--- src/rtl/ac_control_unit.sv ---
// Fetch-decode-execute sequencer for the 12-bit accumulator processor.
// Drives register strobes, bus select, ALU op and memory handshake; includes a memory-wait watchdog.
module ac_control_unit #(
  parameter int reg_width   = 12,
  parameter int OPCODE_W    = 4,
  parameter int MEM_TIMEOUT = 15
) (
  input  logic                clk,
  input  logic                reset,
  input  logic                run,
  input  logic [OPCODE_W-1:0] ir_op,
  input  logic                ac_zero,
  input  logic                mem_ready,
  output logic [2:0]          bus_sel,
  output logic                ar_we,
  output logic                pc_we,
  output logic                pc_inc,
  output logic                dr_we,
  output logic                ir_we,
  output logic                ac_we,
  output logic [2:0]          alu_op,
  output logic                mem_rd,
  output logic                mem_wr,
  output logic                halted,
  output logic                illegal,
  output logic                bus_err,
  output logic [3:0]          state_dbg
);

  generate
    if (MEM_TIMEOUT < 1 || reg_width <= OPCODE_W) begin : g_bad_cfg
      $error("ac_control_unit: invalid parameter set");
    end
  endgenerate

  localparam int CW = $clog2(MEM_TIMEOUT + 1);

  localparam logic [OPCODE_W-1:0] OP_NOP  = OPCODE_W'(0);
  localparam logic [OPCODE_W-1:0] OP_LDA  = OPCODE_W'(1);
  localparam logic [OPCODE_W-1:0] OP_STA  = OPCODE_W'(2);
  localparam logic [OPCODE_W-1:0] OP_ADD  = OPCODE_W'(3);
  localparam logic [OPCODE_W-1:0] OP_SUB  = OPCODE_W'(4);
  localparam logic [OPCODE_W-1:0] OP_AND  = OPCODE_W'(5);
  localparam logic [OPCODE_W-1:0] OP_JMP  = OPCODE_W'(6);
  localparam logic [OPCODE_W-1:0] OP_JZ   = OPCODE_W'(7);
  localparam logic [OPCODE_W-1:0] OP_CLR  = OPCODE_W'(8);
  localparam logic [OPCODE_W-1:0] OP_INC  = OPCODE_W'(9);
  localparam logic [OPCODE_W-1:0] OP_HALT = OPCODE_W'(15);

  localparam logic [2:0] BUS_NONE = 3'd0;
  localparam logic [2:0] BUS_PC   = 3'd1;
  localparam logic [2:0] BUS_DR   = 3'd2;
  localparam logic [2:0] BUS_AC   = 3'd3;
  localparam logic [2:0] BUS_IR   = 3'd4;

  localparam logic [2:0] ALU_PASS = 3'd0;
  localparam logic [2:0] ALU_ADD  = 3'd1;
  localparam logic [2:0] ALU_SUB  = 3'd2;
  localparam logic [2:0] ALU_AND  = 3'd3;
  localparam logic [2:0] ALU_INC  = 3'd4;
  localparam logic [2:0] ALU_ZERO = 3'd5;

  typedef enum logic [3:0] {
    IDLE = 4'd0, F0 = 4'd1, F1 = 4'd2, F2 = 4'd3, DEC = 4'd4,
    RD = 4'd5, EX = 4'd6, WR = 4'd7, HLT = 4'd8
  } state_t;

  state_t        state, state_next;
  logic [CW-1:0] wait_cnt, wait_cnt_next;
  logic          bus_err_next;
  logic          in_wait;
  logic          timeout;

  assign in_wait   = (state == F1) || (state == RD) || (state == WR);
  assign timeout   = !mem_ready && (wait_cnt == CW'(MEM_TIMEOUT - 1));
  assign state_dbg = state;

  always_ff @(posedge clk or negedge reset) begin
    if (!reset) begin
      state    <= IDLE;
      wait_cnt <= '0;
      bus_err  <= 1'b0;
    end else begin
      state    <= state_next;
      wait_cnt <= wait_cnt_next;
      bus_err  <= bus_err_next;
    end
  end

  always_comb begin
    state_next    = state;
    wait_cnt_next = '0;
    bus_err_next  = bus_err;
    bus_sel       = BUS_NONE;
    alu_op        = ALU_PASS;
    ar_we         = 1'b0;
    pc_we         = 1'b0;
    pc_inc        = 1'b0;
    dr_we         = 1'b0;
    ir_we         = 1'b0;
    ac_we         = 1'b0;
    mem_rd        = 1'b0;
    mem_wr        = 1'b0;
    halted        = 1'b0;
    illegal       = 1'b0;

    case (state)
      IDLE: if (run) state_next = F0;
      F0: begin
        bus_sel    = BUS_PC;
        ar_we      = 1'b1;
        state_next = F1;
      end
      F1: begin
        mem_rd = 1'b1;
        if (mem_ready) begin
          dr_we      = 1'b1;
          pc_inc     = 1'b1;
          state_next = F2;
        end
      end
      F2: begin
        bus_sel    = BUS_DR;
        ir_we      = 1'b1;
        state_next = DEC;
      end
      DEC: begin
        state_next = F0;
        case (ir_op)
          OP_NOP: ;
          OP_LDA, OP_ADD, OP_SUB, OP_AND: begin
            bus_sel    = BUS_IR;
            ar_we      = 1'b1;
            state_next = RD;
          end
          OP_STA: begin
            bus_sel    = BUS_IR;
            ar_we      = 1'b1;
            state_next = WR;
          end
          OP_JMP: begin
            bus_sel = BUS_IR;
            pc_we   = 1'b1;
          end
          OP_JZ: begin
            bus_sel = BUS_IR;
            pc_we   = ac_zero;
          end
          OP_CLR: begin
            alu_op = ALU_ZERO;
            ac_we  = 1'b1;
          end
          OP_INC: begin
            alu_op = ALU_INC;
            ac_we  = 1'b1;
          end
          OP_HALT: state_next = HLT;
          default: illegal = 1'b1;
        endcase
      end
      RD: begin
        mem_rd = 1'b1;
        if (mem_ready) begin
          dr_we      = 1'b1;
          state_next = EX;
        end
      end
      EX: begin
        ac_we      = 1'b1;
        state_next = F0;
        case (ir_op)
          OP_ADD:  alu_op = ALU_ADD;
          OP_SUB:  alu_op = ALU_SUB;
          OP_AND:  alu_op = ALU_AND;
          default: alu_op = ALU_PASS;
        endcase
      end
      WR: begin
        bus_sel = BUS_AC;
        mem_wr  = 1'b1;
        if (mem_ready) state_next = F0;
      end
      HLT: halted = 1'b1;
      default: state_next = IDLE;
    endcase

    // Ready in the timeout cycle wins: only a still-unacknowledged request counts or trips.
    if (in_wait && !mem_ready) begin
      if (timeout) begin
        state_next   = HLT;
        bus_err_next = 1'b1;
      end else begin
        wait_cnt_next = wait_cnt + 1'b1;
      end
    end
  end

endmodule

--- config.mk ---
export PLATFORM = sky130hd
export DESIGN_NAME = ac_control_unit
export DESIGN_NICKNAME = d
export VERILOG_FILES = /design/src/rtl/ac_control_unit.sv
export SDC_FILE = /design/constraint.sdc
export NUM_CORES = 1
export LEC_CHECK = 0
export BUFFER_PORTS_ARGS = -buffer_cell sky130_fd_sc_hd__buf_4
export CAP_MARGIN = 25
export CORE_ASPECT_RATIO = 1.1
export CORE_MARGIN = 2
export CORE_UTILIZATION = 43
export DETAILED_ROUTE_END_ITERATION = 6
export HOLD_SLACK_MARGIN = 0.03
export PLACE_DENSITY = 0.77
export SKIP_CTS_REPAIR_TIMING = 1
export SLEW_MARGIN = 40
export SYNTH_ARGS = -nofsm -noshare
export SYNTH_HDL_FRONTEND = slang
export SYNTH_SLANG_ARGS = --single-unit
--- constraint.sdc ---
create_clock -name clk -period 1.26 [get_ports clk]
set_input_delay 0.126 -clock clk [delete_from_list [all_inputs] [get_ports clk]]
set_output_delay 0.126 -clock clk [all_outputs]
set_load 0.01 [all_outputs]
* Word level (Yosys, flattened, before mapping)
Cells that the tools add are included.
Word-level totals: output and inout bits 21, bits of input ports 9, bits in registers 9
Cells by class: $add $sub $neg 1, reductions and logical operators 14, eq/ne operators 19, muxes and demuxes 30
Operators by type and width (count):
- 4-bit case mux with 9 select lines | 1
- 4-bit by 3-bit equality test with 1-bit output, second input constant | 8
- 4-bit 2-to-1 mux | 8
- 4-bit equality test, second input constant | 5
- 4-bit by 2-bit equality test with 1-bit output, second input constant | 4
- 1-bit 2-to-1 mux | 12
- 3-bit case mux with 2 select lines | 2
- 3-bit case mux with 4 select lines | 1
- 4-bit case mux with 3 select lines | 1
- 11-bit OR reduction | 1
- 4-bit by 1-bit equality test with 1-bit output, second input constant | 2
- 4-bit zero test | 2
- 7-bit OR reduction | 1
- 1-bit case mux with 2 select lines | 3
- 2-bit case mux with 3 select lines | 1
- 5-bit OR reduction | 1
- 4-bit by 1-bit adder with 4-bit output, second input constant | 1
- 2-bit OR reduction | 2
- 4-bit OR reduction | 1
- 3-bit 2-to-1 mux | 1
- 1-bit logical AND | 2
- 1-bit logical OR | 2
- 2-bit AND reduction | 1
- 1-bit zero test | 1

* Depth between registers and ports, before layout
Gate-level depths: netlist (run 1).
word-level depth 6, mapped depth 5, gate-level depth less buffers 5

* Worst setup path after synthesis (run 1)
OpenSTA, ideal clock, no wires.
path kind reg2out, start point reg state[3], in the netlist state_dbg[3], end point out alu_op[1], stages on the path, launching flop included 5, path slack -0.310 ns, data arrival time 1.444 ns, required time 1.134 ns, cell sequence dfrtp_1 > buf_6 > nand2b_4 > or3_1 > nor3b_1
Between the ends: word-level cells in the longest chain between the ends 2
RTL lines:
- start, declared | line 68 | state_t state, state_next;
- start signal, assigned | line 84 | state <= state_next;
- 4-bit by 3-bit equality test with 1-bit output | line 107 | case (state)
- 3-bit case mux with 2 select lines (*) | line 107
- end, declared | line 21 | output logic [2:0] alu_op,
Every way passes the cells marked *; elsewhere a longest branch is shown, timed or not.

* Worst setup path after layout (run 1)
start point reg state[1], in the netlist state_dbg[1], end point out illegal
Between the ends: word-level cells in the longest chain between the ends 2
RTL lines:
- 4-bit by 3-bit equality test with 1-bit output | line 107
- 1-bit 2-to-1 mux | line 107
- end, declared | line 25 | output logic illegal,
Every way passes these cells.

==> results of run 1 <==
state kept, by name (all words and copies together), names as in the netlist:
name / count
bus_err: 1
state_dbg: 4
wait_cnt: 4
layout make-up:
class	instances	area [um^2]	share of cell area
clock buffer	4	26.3	0.0196
inverter	3	11.3	0.00838
multi-input combinational	77	629	0.468
sequential	9	230	0.171
tap	18	22.5	0.0168
timing repair buffer	53	424	0.316
through the flow:
stage	cell area, um^2	utilization	power (mW)	hold slack [ps]
final	1340	0.772	2.21	158
after global routing	1340	0.772	2.33	173
after CTS	1200	0.688	1.93	-338
after detailed placement	1170	0.673	1.70	-51.1
after global placement	1170	0.673	1.68	-50.4
after floorplan	836	-	1.13	-170
cells by family after synthesis:
| kind of cell | share of synthesized area |
|---|---|
| flops | 0.288 |
| simple gates | 0.411 |
| compound gates | 0.179 |
| buf+inv | 0.0560 |
| fa+ha+maj | 0.0320 |
| xor+xnor | 0.0336 |
power by group through the flow:
stage / clock, mW / sequential [mW] / combinational, mW
2_1_floorplan: 0 / 0.475 / 0.652
3_3_place_gp: 0 / 0.435 / 1.24
3_5_place_dp: 0 / 0.436 / 1.26
4_1_cts: 0.228 / 0.431 / 1.27
5_1_grt: 0.243 / 0.454 / 1.63
6_report: 0.225 / 0.443 / 1.54
placed cells by master, fill, tap and decap left out, types with 3 or more instances in the layout:
cell type	instances
buf_4	44
nor2_1	9
nand2_1	8
buf_6	7
dfrtp_1	5
nand3_1	4
dfrtp_2	4
nand2b_1	3
nor2b_1	3
o211ai_1	3
clkbuf_4	3
worst max path at each step:
stage | from | end | slack (ps) | cells past startpoint
6_report | state_dbg[1]$_DFF_PN0_ | illegal | -480 | 6
3_3_place_gp | state_dbg[1]$_DFF_PN0_ | state_dbg[0]$_DFF_PN0_ | -160 | 4
5_1_grt | state_dbg[1]$_DFF_PN0_ | illegal | -580 | 6
3_5_place_dp | state_dbg[0]$_DFF_PN0_ | ar_we | -190 | 5
4_1_cts | state_dbg[0]$_DFF_PN0_ | ar_we | -480 | 5
2_1_floorplan | state_dbg[3]$_DFF_PN0_ | alu_op[1] | -180 | 4
routing by layer:
metal	up-vias	routed length, um	GRT usage
met5	-	0	0
met4	0	32	0.0859
met3	4	115	0.0448
met2	32	1320	0.316
met1	420	858	0.220
li1	447	-	-
worst max-delay path, stage by stage (launching register included):
cell     delay, ps
dfrtp_2        430
nor4b_4        280
buf_4          190
nand2_2         70
buf_6          130
nor3_4         110
buf_6          120
==> impl_metrics.env, run 1 <==
export IMPL_leakage_nw=0.632
export IMPL_maxSlewHeadroom=0.748
export IMPL_synth_main_ff_cell="dfrtp_1"
export IMPL_die_x_um=44.7
export IMPL_reg2regPathDepth=5
export IMPL_antenna_found_initial=0
export IMPL_hold_path_end="state_dbg[3]$_DFF_PN0_"
export IMPL_critical_path_startpoint_type="flip-flop"
export IMPL_clkSlewWorstSetupHoldPaths_ps=60
export IMPL_synth_top_area_cell="dfrtp_1"
export IMPL_num_nets_final=158
export IMPL_critPathMaxFanout=5
export IMPL_yosys_warnings=0
export IMPL_place_inst=154
export IMPL_vias=903
export IMPL_r2r_start="state_dbg[1]$_DFF_PN0_"
export IMPL_required_ps=1130
export IMPL_synth_seq_area_share=0.288
export IMPL_drtAntennaViolNets=0
export IMPL_cts_buffer_depth=2
export IMPL_wl_per_cell_um=14.2
export IMPL_die_area_um2=2180
export IMPL_drv_slew=0
export IMPL_min_period_over_period=1.38
export IMPL_drtIter0Drc=8
export IMPL_area_growth_pct=71.8
export IMPL_drc=0
export IMPL_dpl_hpwl_um=1570
export IMPL_setup_viol=26
export IMPL_numCtsBuffers=3
export IMPL_period_needed_ps=1740
export IMPL_violations="setup timing"
export IMPL_p_int_mw=1.31
export IMPL_ys_types=39
export IMPL_synth_edf_count=0
export IMPL_synth_area_um2=782
export IMPL_cts_max_level=1
export IMPL_power_frac_comb=0.697
export IMPL_p_sw_uw=898
export IMPL_rsz0062_at_grt="true"
export IMPL_p_clk_frac=0.102
export IMPL_setup_ws_ps=-479
export IMPL_finalHoldViolations=0
export IMPL_ys_seq_elements=9
export IMPL_fmax_mhz=575
export IMPL_p_per_area_nw_per_um2=1640
export IMPL_grt_pass1_wl_um=3070
export IMPL_hp_class="in2reg"
export IMPL_grt_ovfl_total=0
export IMPL_die_y_um=48.7
export IMPL_p_sw_frac=0.407
export IMPL_fin_skew_ps=8.17
export IMPL_syn_avg_cell_area_um2=8.23
export IMPL_async_reset_ff_frac=1.00
export IMPL_crit_arrival_ps=1610
export IMPL_cts_tree="yes"
export IMPL_clk_latency_ps=270
export IMPL_io_pins=30
export IMPL_yosysTopAreaCellShare=0.288
export IMPL_num_antenna_cells=0
export IMPL_p_seq_frac=0.201
export IMPL_final_setup_tns_ps=-7180
export IMPL_r2r_end="state_dbg[0]$_DFF_PN0_"
export IMPL_min_path_cells=3
export IMPL_synth_nets=106
export IMPL_viasPerCell=5.51
export IMPL_drive_gt1_frac=0.555
export IMPL_netlist_instances=95
export IMPL_grt_max_degree=15
export IMPL_end_kind="primary output"
export IMPL_first_pass_iters=4
export IMPL_gp_congestion=0.870
export IMPL_numClockSinks=9
export IMPL_cap_violations=0
export IMPL_core_area_um2=1740
export IMPL_yosys_top_cells_count="nand2_1 (10), nor2_1 (10), dfrtp_1 (9)"
export IMPL_status="finished with violations"
export IMPL_worstHoldStart="ir_op[3]"
export IMPL_start_util=0.449
export IMPL_core_rowCount=16
export IMPL_worst_slew_pin_slew_ps=375
export IMPL_track_usage=0.189
export IMPL_root_buffer="clkbuf_4"
export IMPL_grt_pass1_vias=755
export IMPL_wl_um=2320
export IMPL_dpl_worst_slack_ps=-187
export IMPL_worstSetupPathType="reg2out"
export IMPL_ir_drop_mv=1.08
export IMPL_rrSetupSlack_ps=-300
export IMPL_instances_no_fill=164
export IMPL_synth_area_leaders="dfrtp_1 (29%), nand2_1 (4.8%), nor2_1 (4.8%), ha_1 (3.2%), nand2b_1 (3.2%)"
export IMPL_fillCellCount=122
export IMPL_io_buffers=29
Power figures use the tool's default switching activity.
==> run 2, diff against run 1 <==
- TNS_END_PERCENT: default -> 1
==> run 2 against run 1 <==
The flow still finishes with violations (setup timing). Utilization is 2.9 points lower. Fmax is 1.3% higher. First-iteration DRC count is 63% lower. Clock power is 4% lower. Setup slack better by 22 ps. Cell count is 0.61% lower. Critical path type unchanged. Largest cell class unchanged.
==> impl_metrics.env, run 2 (same netlist as run 1, synthesis figures left out) <==
export IMPL_drive_gt1_frac=0.497
export IMPL_slowest_delay_ps=420
export IMPL_io_pins=30
export IMPL_drtAntennaViolNets=0
export IMPL_grt_ovfl_total=0
export IMPL_setup_ws_ps=-457
export IMPL_worst_slew_pin_slew_ps=445
export IMPL_rsz0062_at_grt="true"
export IMPL_num_nets_final=157
export IMPL_leakage_nw=0.622
export IMPL_cts_buffer_depth=2
export IMPL_grt_pass1_vias=872
export IMPL_postLayoutCellArea_um2=1290
export IMPL_cts_tree="yes"
export IMPL_wl_um=2400
export IMPL_status="finished with violations"
export IMPL_critical_path_startpoint_type="flip-flop"
export IMPL_crit_family="simple AND/OR/NAND/NOR gates"
export IMPL_die_area_um2=2180
export IMPL_dpl_hpwl_um=1690
export IMPL_ir_drop_mv=1.11
export IMPL_fin_skew_ps=4.15
export IMPL_layout_common_cells="buf_4 (46), nand2_1 (10), nor2_1 (10)"
export IMPL_end_kind="primary output"
export IMPL_start_util=0.449
export IMPL_die_y_um=48.7
export IMPL_antenna_found_initial=0
export IMPL_p_per_area_nw_per_um2=1680
export IMPL_numClockSinks=9
export IMPL_r2r_start="state_dbg[3]$_DFF_PN0_"
export IMPL_drc=0
export IMPL_vias=916
export IMPL_num_antenna_cells=0
export IMPL_cts_max_level=1
export IMPL_critPathMaxFanout=3
export IMPL_grt_max_degree=13
export IMPL_dpl_worst_slack_ps=-237
export IMPL_worstSetupPathType="reg2out"
export IMPL_fin_util=0.743
export IMPL_worst_path_max_delay_cell="dfrtp_1"
export IMPL_dpl_cell_area_um2=1160
export IMPL_cp_num_buf_inv=2
export IMPL_maxSlewHeadroom=0.701
export IMPL_crit_arrival_ps=1590
export IMPL_cap_violations=0
export IMPL_grt_pass1_wl_um=3620
export IMPL_die_x_um=44.7
export IMPL_numCtsBuffers=3
export IMPL_period_needed_ps=1720
export IMPL_fmax_mhz=582
export IMPL_track_usage=0.218
export IMPL_min_period_over_period=1.36
export IMPL_wl_per_cell_um=14.7
export IMPL_io_buffers=29
export IMPL_first_pass_iters=4
export IMPL_required_ps=1130
export IMPL_root_buffer="clkbuf_4"
export IMPL_gp_congestion=0.846
export IMPL_cp_cell_sequence="buf_6, nand2b_4, or3_4, nor3b_2, buf_4"
export IMPL_core_area_um2=1740
export IMPL_place_inst=156
export IMPL_finalHoldViolations=0
export IMPL_core_rowCount=16
export IMPL_drtIter0Drc=3
export IMPL_setup_viol=25
export IMPL_clkSlewWorstSetupHoldPaths_ps=60
export IMPL_layout_commonest_cell="buf_4"
export IMPL_hp_class="in2reg"
export IMPL_startpoint="state_dbg[0]$_DFF_PN0_"
export IMPL_clk_latency_ps=250
export IMPL_violations="setup timing"
export IMPL_area_growth_pct=65.4
export IMPL_instances_no_fill=163
export IMPL_drv_slew=0
export IMPL_worstHoldStart="ir_op[3]"
export IMPL_viasPerCell=5.62
export IMPL_final_setup_tns_ps=-5870
-- run 2: cell types whose count changed in the layout (fill, tap and decap cells not counted), moves of 2 or more --
| cell | before | now |
|---|---|---|
| dfrtp_2 | 4 | 2 |
| nand2_1 | 8 | 10 |
| nor3_4 | 2 | 0 |
| buf_4 | 44 | 46 |
| nand2_2 | 2 | 0 |
| nor3_2 | 1 | 3 |
| dfrtp_1 | 5 | 7 |
| buf_6 | 7 | 5 |
-- run 2: final timing paths --
| kind | end | slack (ps) | cells after the start |
|---|---|---|---|
| max | alu_op[1] | -460 | 5 |
| min | state_dbg[3]$_DFF_PN0_ | 170 | 3 |
| min in group asynchronous | wait_cnt[0]$_DFF_PN0_ | 220 | 2 |
| max reg2reg | state_dbg[2]$_DFF_PN0_ | -280 | 5 |
| min reg2reg | bus_err$_DFFE_PN0P_ | 470 | 1 |
| max in group asynchronous | state_dbg[1]$_DFF_PN0_ | 890 | 2 |
-- run 2: metal layers --
layer  vias to the layer above  global-route usage  wire (um)
li1                        445                   -          -
met1                       436               0.274        994
met2                        33               0.367       1280
met3                         2              0.0410        113
met4                         0              0.0657         19
met5                         -                   0          0
-- run 2: worst register-to-register path: cells and delay by family, from the launching register on --
family | cells | cell delay, ps
DFF | 1 | 440
and+or+nand+nor | 2 | 420
buffers and inverters | 2 | 350
AOI/OAI and AO/OA | 1 | 220
-- run 2: per-stage QoR --
stage / power, mW / hold WS (ps)
detailed placement: 1.73 / -46.7
finish: 2.17 / 171
CTS: 1.96 / -325
global route: 2.34 / 193
floorplan: 1.09 / -170
global placement: 1.70 / -48.6
-- run 2: final cells by class --
cell class,count,area (um^2)
clock buffers,4,26.3
fillers,144,448
inverters,3,11.3
multi-input cells,77,594
flip-flops and latches,9,228
well taps,18,22.5
repair buffers,52,412
-- run 2: power by group --
group / total (mW) / switching (mW) / internal [mW]
Combinational: 1.53 / 0.710 / 0.821
Sequential: 0.422 / 0.0709 / 0.351
Clock: 0.217 / 0.0952 / 0.122
